<file path="config.mk">
export PLATFORM = sky130hd
export DESIGN_NAME = uart_rx_param_flat
export DESIGN_NICKNAME = d
export VERILOG_FILES = /design/src/rtl/uart_pkg.sv /design/src/rtl/uart_rx_param_if.sv /design/src/rtl/uart_rx_sync.sv /design/src/rtl/uart_rx_param.sv /design/src/flat_wrapper.sv
export SDC_FILE = /design/constraint.sdc
export NUM_CORES = 1
export LEC_CHECK = 0
export BUFFER_PORTS_ARGS = -buffer_cell sky130_fd_sc_hd__buf_2
export CAP_MARGIN = 30
export CELL_PAD_IN_SITES_DETAIL_PLACEMENT = 1
export CELL_PAD_IN_SITES_GLOBAL_PLACEMENT = 1
export CORE_UTILIZATION = 27
export DETAILED_ROUTE_END_ITERATION = 8
export HOLD_SLACK_MARGIN = 0.02
export PLACE_DENSITY_LB_ADDON = 0.05
export SLEW_MARGIN = 20
export SYNTH_ARGS = -nofsm -noshare
export SYNTH_HDL_FRONTEND = slang
export SYNTH_SLANG_ARGS = --single-unit
</file>
<file path="constraint.sdc">
create_clock -name clk -period 2 [get_ports clk]
set_clock_uncertainty 0.05 [all_clocks]
set_input_delay 0.5 -clock clk [delete_from_list [all_inputs] [get_ports clk]]
set_output_delay 0.5 -clock clk [all_outputs]
set_load 0.01 [all_outputs]
</file>
<file path="src/rtl/uart_pkg.sv">
//==============================================================================
// Module      : uart_pkg
// Description : Shared definitions for the oversampled UART receiver family.
//               Holds the receive FSM encoding, the parity-mode constants, the
//               legal parameter ranges and a 3-input majority helper.
// Revision    : 1.0 - initial release
//==============================================================================
`default_nettype none

package uart_pkg;

    // Receive FSM encoding
    typedef enum logic [2:0] {
        ST_IDLE   = 3'd0,
        ST_START  = 3'd1,
        ST_DATA   = 3'd2,
        ST_PARITY = 3'd3,
        ST_STOP   = 3'd4
    } rx_state_t;

    // Parity modes
    localparam int PARITY_NONE = 0;
    localparam int PARITY_EVEN = 1;
    localparam int PARITY_ODD  = 2;

    // Legal parameter ranges
    localparam int BAUD_DIV_MIN  = 16;
    localparam int BAUD_DIV_MAX  = 2047;
    localparam int DATA_BITS_MIN = 5;
    localparam int DATA_BITS_MAX = 9;

    // 2-of-3 vote used for the mid-bit decision
    function automatic logic majority3(input logic a, input logic b, input logic c);
        return (a & b) | (a & c) | (b & c);
    endfunction

endpackage

`default_nettype wire

</file>
<file path="src/rtl/uart_rx_param_if.sv">
//==============================================================================
// Module      : uart_rx_param_if
// Description : Signal bundle between the UART receiver and its consumer.
//               master : the receiver (samples rxsdi, drives the results)
//               slave  : the line driver / word consumer
//               Signals: rxsdi, rxpd, rxen, rx_start, parity_err, frame_err,
//               busy; with UART_RX_FIFO_EN defined also rd, empty, overrun.
// Revision    : 1.0 - initial release
//==============================================================================
`default_nettype none

interface uart_rx_param_if #(
    parameter int DATA_BITS = 8
);
    logic                 rxsdi;
    logic [DATA_BITS-1:0] rxpd;
    logic                 rxen;
    logic                 rx_start;
    logic                 parity_err;
    logic                 frame_err;
    logic                 busy;
`ifdef UART_RX_FIFO_EN
    logic                 rd;
    logic                 empty;
    logic                 overrun;

    modport master (
        input  rxsdi, rd,
        output rxpd, rxen, rx_start, parity_err, frame_err, busy, empty, overrun
    );
    modport slave (
        output rxsdi, rd,
        input  rxpd, rxen, rx_start, parity_err, frame_err, busy, empty, overrun
    );
`else
    modport master (
        input  rxsdi,
        output rxpd, rxen, rx_start, parity_err, frame_err, busy
    );
    modport slave (
        output rxsdi,
        input  rxpd, rxen, rx_start, parity_err, frame_err, busy
    );
`endif
endinterface

`default_nettype wire

</file>
<file path="src/rtl/uart_rx_sync.sv">
//==============================================================================
// Module      : uart_rx_sync
// Description : 2-FF synchroniser for an asynchronous serial line, followed by
//               a previous-sample register and falling-edge detect.
//               All stages reset to 1 (idle line level) so a line that is low
//               out of reset produces exactly one edge after the chain fills.
// Ports       : clk, rst   - system clock / synchronous active-high reset
//               rxsdi      - asynchronous serial input
//               sync       - synchronised line level
//               fall       - high while sync=0 and the previous sample was 1
// Revision    : 1.0 - initial release
//==============================================================================
`default_nettype none

module uart_rx_sync (
    input  wire logic clk,
    input  wire logic rst,
    input  wire logic rxsdi,
    output logic      sync,
    output logic      fall
);

    logic r_meta;
    logic r_sync;
    logic r_prev;

    always_ff @(posedge clk) begin
        if (rst) begin
            r_meta <= 1'b1;
            r_sync <= 1'b1;
            r_prev <= 1'b1;
        end else begin
            r_meta <= rxsdi;
            r_sync <= r_meta;
            r_prev <= r_sync;
        end
    end

    assign sync = r_sync;
    assign fall = ~r_sync & r_prev;

endmodule

`default_nettype wire

</file>
<file path="src/rtl/uart_rx_param.sv">
//==============================================================================
// Module      : uart_rx_param
// Description : Oversampled UART receiver running directly on the system
//               clock. Each bit is decided by a 2-of-3 vote of the samples at
//               cnt = MID-1, MID, MID+1 (MID = BAUD_DIV/2). Words are
//               delivered LSB first with parity/framing error flags.
//               Optional macro UART_RX_FIFO_EN adds a 4-entry result FIFO
//               (rd/empty/overrun); rxen then means "FIFO not empty".
// Ports       : clk, rst - system clock / synchronous active-high reset
//               rx       - uart_rx_param_if.master bundle
// Revision    : 1.0 - initial release
//==============================================================================
`default_nettype none

module uart_rx_param
    import uart_pkg::*;
#(
    parameter int BAUD_DIV    = 1042,
    parameter int DATA_BITS   = 8,
    parameter int PARITY_MODE = 0,
    parameter int STOP_BITS   = 1
) (
    input  wire logic       clk,
    input  wire logic       rst,
    uart_rx_param_if.master rx
);

    localparam int                CNT_W   = $clog2(BAUD_DIV);
    localparam logic [CNT_W-1:0] MID     = CNT_W'(BAUD_DIV / 2);
    localparam logic [CNT_W-1:0] MID_M1  = CNT_W'(BAUD_DIV / 2 - 1);
    localparam logic [CNT_W-1:0] MID_P1  = CNT_W'(BAUD_DIV / 2 + 1);
    localparam logic [CNT_W-1:0] CNT_MAX = CNT_W'(BAUD_DIV - 1);
    localparam logic [3:0]       LAST_DATA = 4'(DATA_BITS - 1);
    localparam logic [3:0]       LAST_STOP = 4'(STOP_BITS - 1);

    generate
        if (BAUD_DIV < BAUD_DIV_MIN || BAUD_DIV > BAUD_DIV_MAX ||
            DATA_BITS < DATA_BITS_MIN || DATA_BITS > DATA_BITS_MAX ||
            PARITY_MODE < PARITY_NONE || PARITY_MODE > PARITY_ODD ||
            STOP_BITS < 1 || STOP_BITS > 2) begin : g_param_check
            $error("uart_rx_param: illegal parameter combination");
        end
    endgenerate

    logic w_sync;
    logic w_fall;

    uart_rx_sync u_sync (
        .clk   (clk),
        .rst   (rst),
        .rxsdi (rx.rxsdi),
        .sync  (w_sync),
        .fall  (w_fall)
    );

    rx_state_t            r_state;
    logic [CNT_W-1:0]     r_cnt;
    logic [3:0]           r_bit_idx;
    logic                 r_smp_a;
    logic                 r_smp_b;
    logic [DATA_BITS-1:0] r_shift;
    logic                 r_perr_acc;
    logic                 r_ferr_acc;
    logic                 r_start_pulse;
    logic                 r_done;
    logic [DATA_BITS-1:0] r_data;
    logic                 r_perr;
    logic                 r_ferr;

    logic w_tick;
    logic w_vote;
    logic w_par_xor;

    // The third vote sample is the live synchronised level at cnt = MID+1.
    assign w_tick    = (r_cnt == MID_P1);
    assign w_vote    = majority3(r_smp_a, r_smp_b, w_sync);
    assign w_par_xor = (^r_shift) ^ w_vote;

    always_ff @(posedge clk) begin
        if (rst) begin
            r_state       <= ST_IDLE;
            r_cnt         <= '0;
            r_bit_idx     <= '0;
            r_smp_a       <= 1'b1;
            r_smp_b       <= 1'b1;
            r_shift       <= '0;
            r_perr_acc    <= 1'b0;
            r_ferr_acc    <= 1'b0;
            r_start_pulse <= 1'b0;
            r_done        <= 1'b0;
            r_data        <= '0;
            r_perr        <= 1'b0;
            r_ferr        <= 1'b0;
        end else begin
            r_start_pulse <= 1'b0;
            r_done        <= 1'b0;
            r_perr        <= 1'b0;
            r_ferr        <= 1'b0;

            if (r_cnt == MID_M1) r_smp_a <= w_sync;
            if (r_cnt == MID)    r_smp_b <= w_sync;

            // Free-running within a frame: after the start-bit vote at MID+1
            // the wrap keeps every later vote exactly BAUD_DIV cycles apart,
            // i.e. at mid-bit.
            if (r_state == ST_IDLE || r_cnt == CNT_MAX) begin
                r_cnt <= '0;
            end else begin
                r_cnt <= r_cnt + CNT_W'(1);
            end

            case (r_state)
                ST_IDLE: begin
                    if (w_fall) begin
                        r_state       <= ST_START;
                        r_start_pulse <= 1'b1;
                    end
                end
                ST_START: begin
                    if (w_tick) begin
                        if (w_vote) begin
                            r_state <= ST_IDLE;       // glitch, not a start bit
                        end else begin
                            r_state    <= ST_DATA;
                            r_bit_idx  <= '0;
                            r_perr_acc <= 1'b0;
                            r_ferr_acc <= 1'b0;
                        end
                    end
                end
                ST_DATA: begin
                    if (w_tick) begin
                        r_shift <= {w_vote, r_shift[DATA_BITS-1:1]};
                        if (r_bit_idx == LAST_DATA) begin
                            r_bit_idx <= '0;
                            r_state   <= (PARITY_MODE != PARITY_NONE) ? ST_PARITY : ST_STOP;
                        end else begin
                            r_bit_idx <= r_bit_idx + 4'd1;
                        end
                    end
                end
                ST_PARITY: begin
                    if (w_tick) begin
                        r_perr_acc <= (PARITY_MODE == PARITY_ODD) ? ~w_par_xor : w_par_xor;
                        r_state    <= ST_STOP;
                    end
                end
                ST_STOP: begin
                    if (w_tick) begin
                        if (!w_vote) r_ferr_acc <= 1'b1;
                        if (r_bit_idx == LAST_STOP) begin
                            // Back to IDLE at mid-bit so a start edge right at
                            // the end of the stop bit is not missed.
                            r_state <= ST_IDLE;
                            r_done  <= 1'b1;
                            r_data  <= r_shift;
                            r_perr  <= r_perr_acc;
                            r_ferr  <= r_ferr_acc | ~w_vote;
                        end else begin
                            r_bit_idx <= r_bit_idx + 4'd1;
                        end
                    end
                end
                default: r_state <= ST_IDLE;
            endcase
        end
    end

    assign rx.rx_start = r_start_pulse;
    assign rx.busy     = (r_state != ST_IDLE);

`ifdef UART_RX_FIFO_EN
    localparam int FW = DATA_BITS + 2;

    logic [FW-1:0] r_mem [4];
    logic [1:0]    r_wr_ptr;
    logic [1:0]    r_rd_ptr;
    logic [2:0]    r_count;
    logic          r_not_empty;
    logic          r_overrun;

    logic          w_full;
    logic          w_pop;
    logic          w_push;
    logic [2:0]    w_count_nxt;
    logic [FW-1:0] w_head;

    assign w_full = (r_count == 3'd4);
    assign w_pop  = rx.rd & r_not_empty;
    // A pop in the same cycle frees the slot, so a full FIFO still accepts.
    assign w_push = r_done & (~w_full | w_pop);

    always_comb begin
        w_count_nxt = r_count;
        if (w_push && !w_pop)      w_count_nxt = r_count + 3'd1;
        else if (!w_push && w_pop) w_count_nxt = r_count - 3'd1;
    end

    always_ff @(posedge clk) begin
        if (rst) begin
            for (int i = 0; i < 4; i++) r_mem[i] <= '0;
            r_wr_ptr    <= '0;
            r_rd_ptr    <= '0;
            r_count     <= '0;
            r_not_empty <= 1'b0;
            r_overrun   <= 1'b0;
        end else begin
            if (w_push) begin
                r_mem[r_wr_ptr] <= {r_perr, r_ferr, r_data};
                r_wr_ptr        <= r_wr_ptr + 2'd1;
            end
            if (w_pop) r_rd_ptr <= r_rd_ptr + 2'd1;
            if (r_done && !w_push) r_overrun <= 1'b1;
            r_count     <= w_count_nxt;
            r_not_empty <= (w_count_nxt != 3'd0);
        end
    end

    assign w_head        = r_mem[r_rd_ptr];
    assign rx.rxen       = r_not_empty;
    assign rx.rxpd       = r_not_empty ? w_head[DATA_BITS-1:0] : '0;
    assign rx.parity_err = r_not_empty & w_head[FW-1];
    assign rx.frame_err  = r_not_empty & w_head[FW-2];
    assign rx.empty      = ~r_not_empty;
    assign rx.overrun    = r_overrun;
`else
    assign rx.rxen       = r_done;
    assign rx.rxpd       = r_data;
    assign rx.parity_err = r_perr;
    assign rx.frame_err  = r_ferr;
`endif

endmodule

`default_nettype wire
</file>
<file path="src/flat_wrapper.sv">
// flat-port wrapper written by rule: the top's interface ports become plain ports
module uart_rx_param_flat import uart_pkg::*;
#(
    parameter int BAUD_DIV    = 1042,
    parameter int DATA_BITS   = 8,
    parameter int PARITY_MODE = 0,
    parameter int STOP_BITS   = 1
)
  (clk, rst, rx_rxsdi, rx_rxpd, rx_rxen, rx_rx_start, rx_parity_err, rx_frame_err, rx_busy);
  uart_rx_param_if #(.DATA_BITS(DATA_BITS)) rx_i ();
  input  wire logic clk;
  input  wire logic rst;
  input wire logic [$bits(rx_i.rxsdi)-1:0] rx_rxsdi;
  output wire logic [$bits(rx_i.rxpd)-1:0] rx_rxpd;
  output wire logic [$bits(rx_i.rxen)-1:0] rx_rxen;
  output wire logic [$bits(rx_i.rx_start)-1:0] rx_rx_start;
  output wire logic [$bits(rx_i.parity_err)-1:0] rx_parity_err;
  output wire logic [$bits(rx_i.frame_err)-1:0] rx_frame_err;
  output wire logic [$bits(rx_i.busy)-1:0] rx_busy;
  assign rx_i.rxsdi = rx_rxsdi;
  assign rx_rxpd = rx_i.rxpd;
  assign rx_rxen = rx_i.rxen;
  assign rx_rx_start = rx_i.rx_start;
  assign rx_parity_err = rx_i.parity_err;
  assign rx_frame_err = rx_i.frame_err;
  assign rx_busy = rx_i.busy;
  uart_rx_param #(.BAUD_DIV(BAUD_DIV), .DATA_BITS(DATA_BITS), .PARITY_MODE(PARITY_MODE), .STOP_BITS(STOP_BITS)) u_core (.clk(clk), .rst(rst), .rx(rx_i));
endmodule
</file>
Yosys cells after proc, flatten, opt, wreduce, memory -nomap -nowiden
Index checks and enable logic that the tools add are counted.
{ "word_totals": {"regBits": 45, "input_bits": 3, "out_inout_bits": 13} }
{ "classes": {"addsub": 2, "eq_ne": 19, "mux": 25, "bitwise": 14, "reduce_logical": 18} }
{ "op_table": {"columns": ["op", "n"], "rows": [
  ["$eq A11 B10 Y1 const B", 3],
  ["$mux W4", 6],
  ["$mux W3", 7],
  ["$pmux W3 S5", 1],
  ["$ne A2 B1 Y1 const B", 6],
  ["$pmux W4 S3", 1],
  ["$add A11 B1 Y11 const B", 1],
  ["$eq A11 B11 Y1 const B", 1],
  ["$ne A2 B2 Y1 const B", 4],
  ["$reduce_xor A8 Y1", 1],
  ["$mux W1", 7],
  ["$reduce_and A7 Y1", 1],
  ["$eq A3 B2 Y1 const B", 2],
  ["$not A1 Y1", 6],
  ["$reduce_and A6 Y1", 1],
  ["$reduce_bool A3 Y1", 2],
  ["$reduce_and A5 Y1", 1],
  ["$add A4 B1 Y4 const B", 1],
  ["$and A1 B1 Y1", 4],
  ["$eq A4 B3 Y1 const B", 1],
  ["$logic_not A4 Y1", 1],
  ["$pmux W1 S2", 2],
  ["$reduce_and A4 Y1", 1],
  ["$reduce_bool A2 Y1", 2],
  ["other kinds (12)", 15]
]} }

Longest topological paths before layout
{ "depth": {"ltp_word": 6, "ltp_mapped": 7} }

Hierarchy
From an unflattened synthesis, not the netlist that was laid out.
{ "unflattened": {"hier_cells": 235, "area_unflattened_um2": 2088.3} }
{ "modules_own_cells": {"columns": ["module", "instances", "cells_per_inst", "area_per_inst_um2", "seq_area_each_um2"], "rows": [
  ["uart_rx_param", 1, 228, 2003.2, 840.8],
  ["uart_rx_sync", 1, 7, 85.1, 60.1]
]} }

Worst setup path before layout
OpenSTA, ideal clock, no wires.
{ "synth_timing": {"path_kind": "register to register", "from": "reg u_core.r_cnt[5]", "to": "reg u_core.r_bit_idx[3]", "setup_time_ps": 70, "t_arrival_ps": 1905, "t_required_ps": 1880, "setup_slack_ps": -25, "stages_incl_launch_ff": 6, "path_buffers": 0, "period_less_slack_ps": 2025, "path_cell_list": "dfxtp_1 > or4_4 > nor3b_4 > nand4_1 > or4_1 > a21oi_1"} }
{ "synth_via": {"elab_chain_cells": 3, "elab_cells_between_ends": 5} }
{ "synth_rtl": {"columns": ["element", "line", "rtl"], "rows": [
  ["start: declaration", "uart_rx_param.sv:57", "logic [CNT_W-1:0] r_cnt;"],
  ["start signal: assignment", "uart_rx_param.sv:109", "r_cnt <= r_cnt + CNT_W'(1);"],
  ["$eq A11 B10 Y1 *", "uart_rx_param.sv:75", "assign w_tick = (r_cnt == MID_P1);"],
  ["$ne A2 B1 Y1 (no source line)", null, null],
  ["$reduce_and A6 Y1 (no source line) *", null, null],
  ["end signal: assignment", "uart_rx_param.sv:138", "r_bit_idx <= r_bit_idx + 4'd1;"],
  ["end signal: assignment", "uart_rx_param.sv:160", "r_bit_idx <= r_bit_idx + 4'd1;"],
  ["end: declaration", "uart_rx_param.sv:58", "logic [3:0] r_bit_idx;"]
]} }
Every way passes the cells marked *; elsewhere a longest branch is shown, timed or not.
A chain may end at the register's enable or synchronous reset.

Worst setup path after layout
{ "layout_timing": {"from": "reg u_core.r_cnt[8]", "to": "reg u_core.r_bit_idx[3]"} }
Same word-level chain as after synthesis.

==> impl_metrics.json <==
{
  "yosysWarnings": 0,
  "synth_seq_cells": 45,
  "initial_drc_count": 67,
  "outcome": "finished with violations",
  "netlist.top_cell.by_area": "dfxtp_1",
  "min_from": "rx_rxsdi",
  "static_leak_nw": 0.986,
  "grt_antenna_before_repair": 0,
  "crit_arrival_ns": 2.20,
  "syn_inst": 223,
  "mapped_nets": 232,
  "route.final.wire_length_um": 4670,
  "reg2reg_path_depth": 5,
  "max_freq_mhz": 498,
  "power.switching_fraction_pct": 26.0,
  "min_period_ns": 2.01,
  "drive_gt1_share_pct": 22.9,
  "detailed_place_hpwl_um": 3440,
  "yosysTopAreaCellShare_pct": 43.5,
  "cp_max_fo": 4,
  "gr-total-overflow": 0,
  "cts.htree.levels": 2,
  "maxCapViolCount": 0,
  "fill_cells": 867,
  "cts.root.buffer_cell": "clkbuf_8",
  "fin_tns_setup_ns": -0.00975,
  "gp_weighted_congestion": 0.714,
  "antenna_violating_nets_post_route": 0,
  "clkTransAtPathRegs_ns": 0.09,
  "power.sequential.fraction_pct": 57.0,
  "firstDrtPassIters": 4,
  "die-height_um": 89.6,
  "power_report.internal_total_mw": 1.19,
  "report.final.slew_viol_count": 0,
  "number_of_global_route_vias_before_repair": 1672,
  "cts.path.max_buffers": 2,
  "floorplan.core_area_um2": 7330,
  "power_per_cell_area_nw_per_um2": 653,
  "worst_hold_path.num_cells": 2,
  "route.vias.total": 1600,
  "initial_utilization_pct": 28.3,
  "critPathLaunch": "u_core.r_cnt[8]",
  "required_ns": 2.19,
  "clk_latency_ns": 0.31,
  "synth_top_area_cells": "dfxtp_1 (43%), mux2i_1 (9.7%), nor2_1 (7.6%)",
  "post_drt_wl_per_cell_um": 13.3,
  "comb_power_share_pct": 6.2,
  "drt-vias-per-instance": 4.55,
  "final.period_utilization_pct": 100,
  "synth_sequential_area_ratio_pct": 43.5,
  "hold_slack_ns": 0.327,
  "synth_ff_type": "dfxtp_1",
  "power.net_switching_mw": 0.418,
  "slew_hr_pct": 73.5,
  "grt_start_max_net_pins": 34,
  "row_count": 31,
  "antenna_cells_inserted": 0,
  "placement.io_buffers": 15,
  "tightest_slew_ns": 0.397,
  "setup-violations-final": 1,
  "number_of_synthesized_flops_with_an_enable_pin": 0,
  "area_growth_syn_to_layout_pct": 19.0,
  "failing_checks": "setup timing",
  "power_frac_clock_pct": 36.9,
  "clock-sinks": 45,
  "global_route_wire_length_before_repair_um": 8000,
  "reg2reg_from": "u_core.r_cnt[8]",
  "layout.nets": 261,
  "grt_setup_unrepaired": "yes",
  "vdd_drop_max_mv": 0.191,
  "hold_viol": 0,
  "critical_path.endpoint_type": "register",
  "fin_ws_ns": -0.00975,
  "synth_async_sr_flop_share_pct": 0,
  "tritoncts.num_buffers": 5,
  "hp-class": "in2reg",
  "drc_errors": 0,
  "setup.worst_path.class": "reg2reg",
  "worst_setup_path_start_kind": "register",
  "syn_area_um2": 2070,
  "grt_use_total_pct": 13.0,
  "synth_area_per_cell_um2": 9.29,
  "tritoncts": "done",
  "yosysUniqueCellTypes": 45,
  "die-area_um2": 8030,
  "io_pins": 16,
  "dieWidth_um": 89.6
}
## cells in the mapped netlist (2+ instances only)
cell type	count
nand3_1	7
nand4b_1	3
nand2b_1	4
mux2i_1	20
nor3b_1	3
nand2_1	9
a21oi_1	6
dfxtp_1	45
nor2b_1	4
and4bb_2	2
nor3_1	5
buf_4	2
clkbuf_1	7
xor2_1	4
xnor2_1	11
nor2_1	42
ha_1	6
or2_2	4
buf_2	2
and3_1	3
and2_1	2
o21ai_0	3
inv_1	7
## power groups by stage
stage | Clock, mW | Combinational (mW) | Sequential, mW
3_5_place_dp | 0 | 0.0998 | 0.937
4_1_cts | 0.621 | 0.102 | 0.916
2_1_floorplan | 0 | 0.0721 | 0.933
5_1_grt | 0.662 | 0.112 | 0.919
3_3_place_gp | 0 | 0.0970 | 0.937
6_report | 0.594 | 0.0991 | 0.917
## per-stage QoR
| step | worst slack, ns | power, mW | utilization (%) | std cells | cell area, µm² |
|---|---|---|---|---|---|
| after floorplan | 0.0128 | 1.00 | - | 223 | 2070 |
| after global placement | -0.0292 | 1.03 | 32.1 | 344 | 2350 |
| after detailed placement | -0.0618 | 1.04 | 32.1 | 344 | 2350 |
| after CTS | -0.0346 | 1.64 | 33.5 | 353 | 2460 |
| after global routing | -0.113 | 1.69 | 33.6 | 352 | 2460 |
| final | -0.00975 | 1.61 | 33.6 | 352 | 2460 |
## metal layers
metal  track usage, %  routed length, µm  vias to the layer above
met5                0                  0                        -
met4             4.04                 39                        0
met3             3.02                 86                        3
met2             22.8               2340                       10
met1             15.8               2210                      777
li1                 -                  -                      810
## final cells by class
class	count	area, µm²	share of cell area (%)
inverters	7	26.3	1.07
multi-input cells	160	1110	44.9
repair buffers	33	210	8.53
clock buffers	5	68.8	2.79
flip-flops and latches	45	906	36.8
clock inverters	3	22.5	0.914
well taps	99	124	5.03
## worst max-delay path, stage by stage (launching register included)
cell and delay, ns:
dfxtp_2 0.33, or4_4 0.56, nor3b_4 0.25, nand4_1 0.18, or4_1 0.43, a21oi_1 0.14
## sequential cells by signal, indices dropped and copies added (netlist names)
register,flops
u_core.r_bit_idx,4
u_core.r_cnt,11
u_core.r_ferr_acc,1
u_core.r_perr_acc,1
u_core.r_shift,8
u_core.r_smp_a,1
u_core.r_smp_b,1
u_core.r_state,3
u_core.rx.frame_err,1
u_core.rx.parity_err,1
u_core.rx.rx_start,1
u_core.rx.rxen,1
u_core.rx.rxpd,8
u_core.u_sync.r_meta,1
u_core.u_sync.r_prev,1
u_core.u_sync.sync,1
## path summary, 6_finish.rpt
kind / end / slack (ns)
worst min-delay path: u_core.u_sync.r_meta / 0.33
worst max-delay path: u_core.r_bit_idx[3] / -0.01
worst min register to register: u_core.u_sync.sync / 0.38
worst max register to register: u_core.r_bit_idx[3] / -0.01
## logic make-up after synthesis
family / after synthesis / synth area share (%)
simple gates: 100 / 26.0
xor+xnor: 16 / 7.43
flops: 45 / 43.5
compound gates: 17 / 5.56
buf+inv: 18 / 3.74
mux: 20 / 9.66
fa+ha+maj: 7 / 4.11
## timing repair
| action | in CTS | in global routing |
|---|---|---|
| resized for setup | 2 | 7 |
| buffers inserted | 1 | 0 |
| setup endpoints to repair | 11 | 13 |
| pin swaps | 2 | 3 |
| hold buffers | 0 | 0 |
| cloned | 0 | 0 |
## cell usage in the layout, fill, tap and decap left out, types with 3 or more instances in the layout
master and count:
nor2_1 41, dfxtp_1 41, mux2i_1 20, buf_4 18, buf_2 15, xnor2_1 11
nand2_1 9, inv_1 7, nand3_1 7, a21oi_1 6, ha_1 6, nor3_1 5
clkbuf_8 5, or2_2 4, xor2_1 4, nand2b_1 4, nor2b_1 4, dfxtp_2 4
nand4b_1 3, nor3b_1 3, o21ai_0 3, and3_1 3
Power figures use the tool's default switching activity.
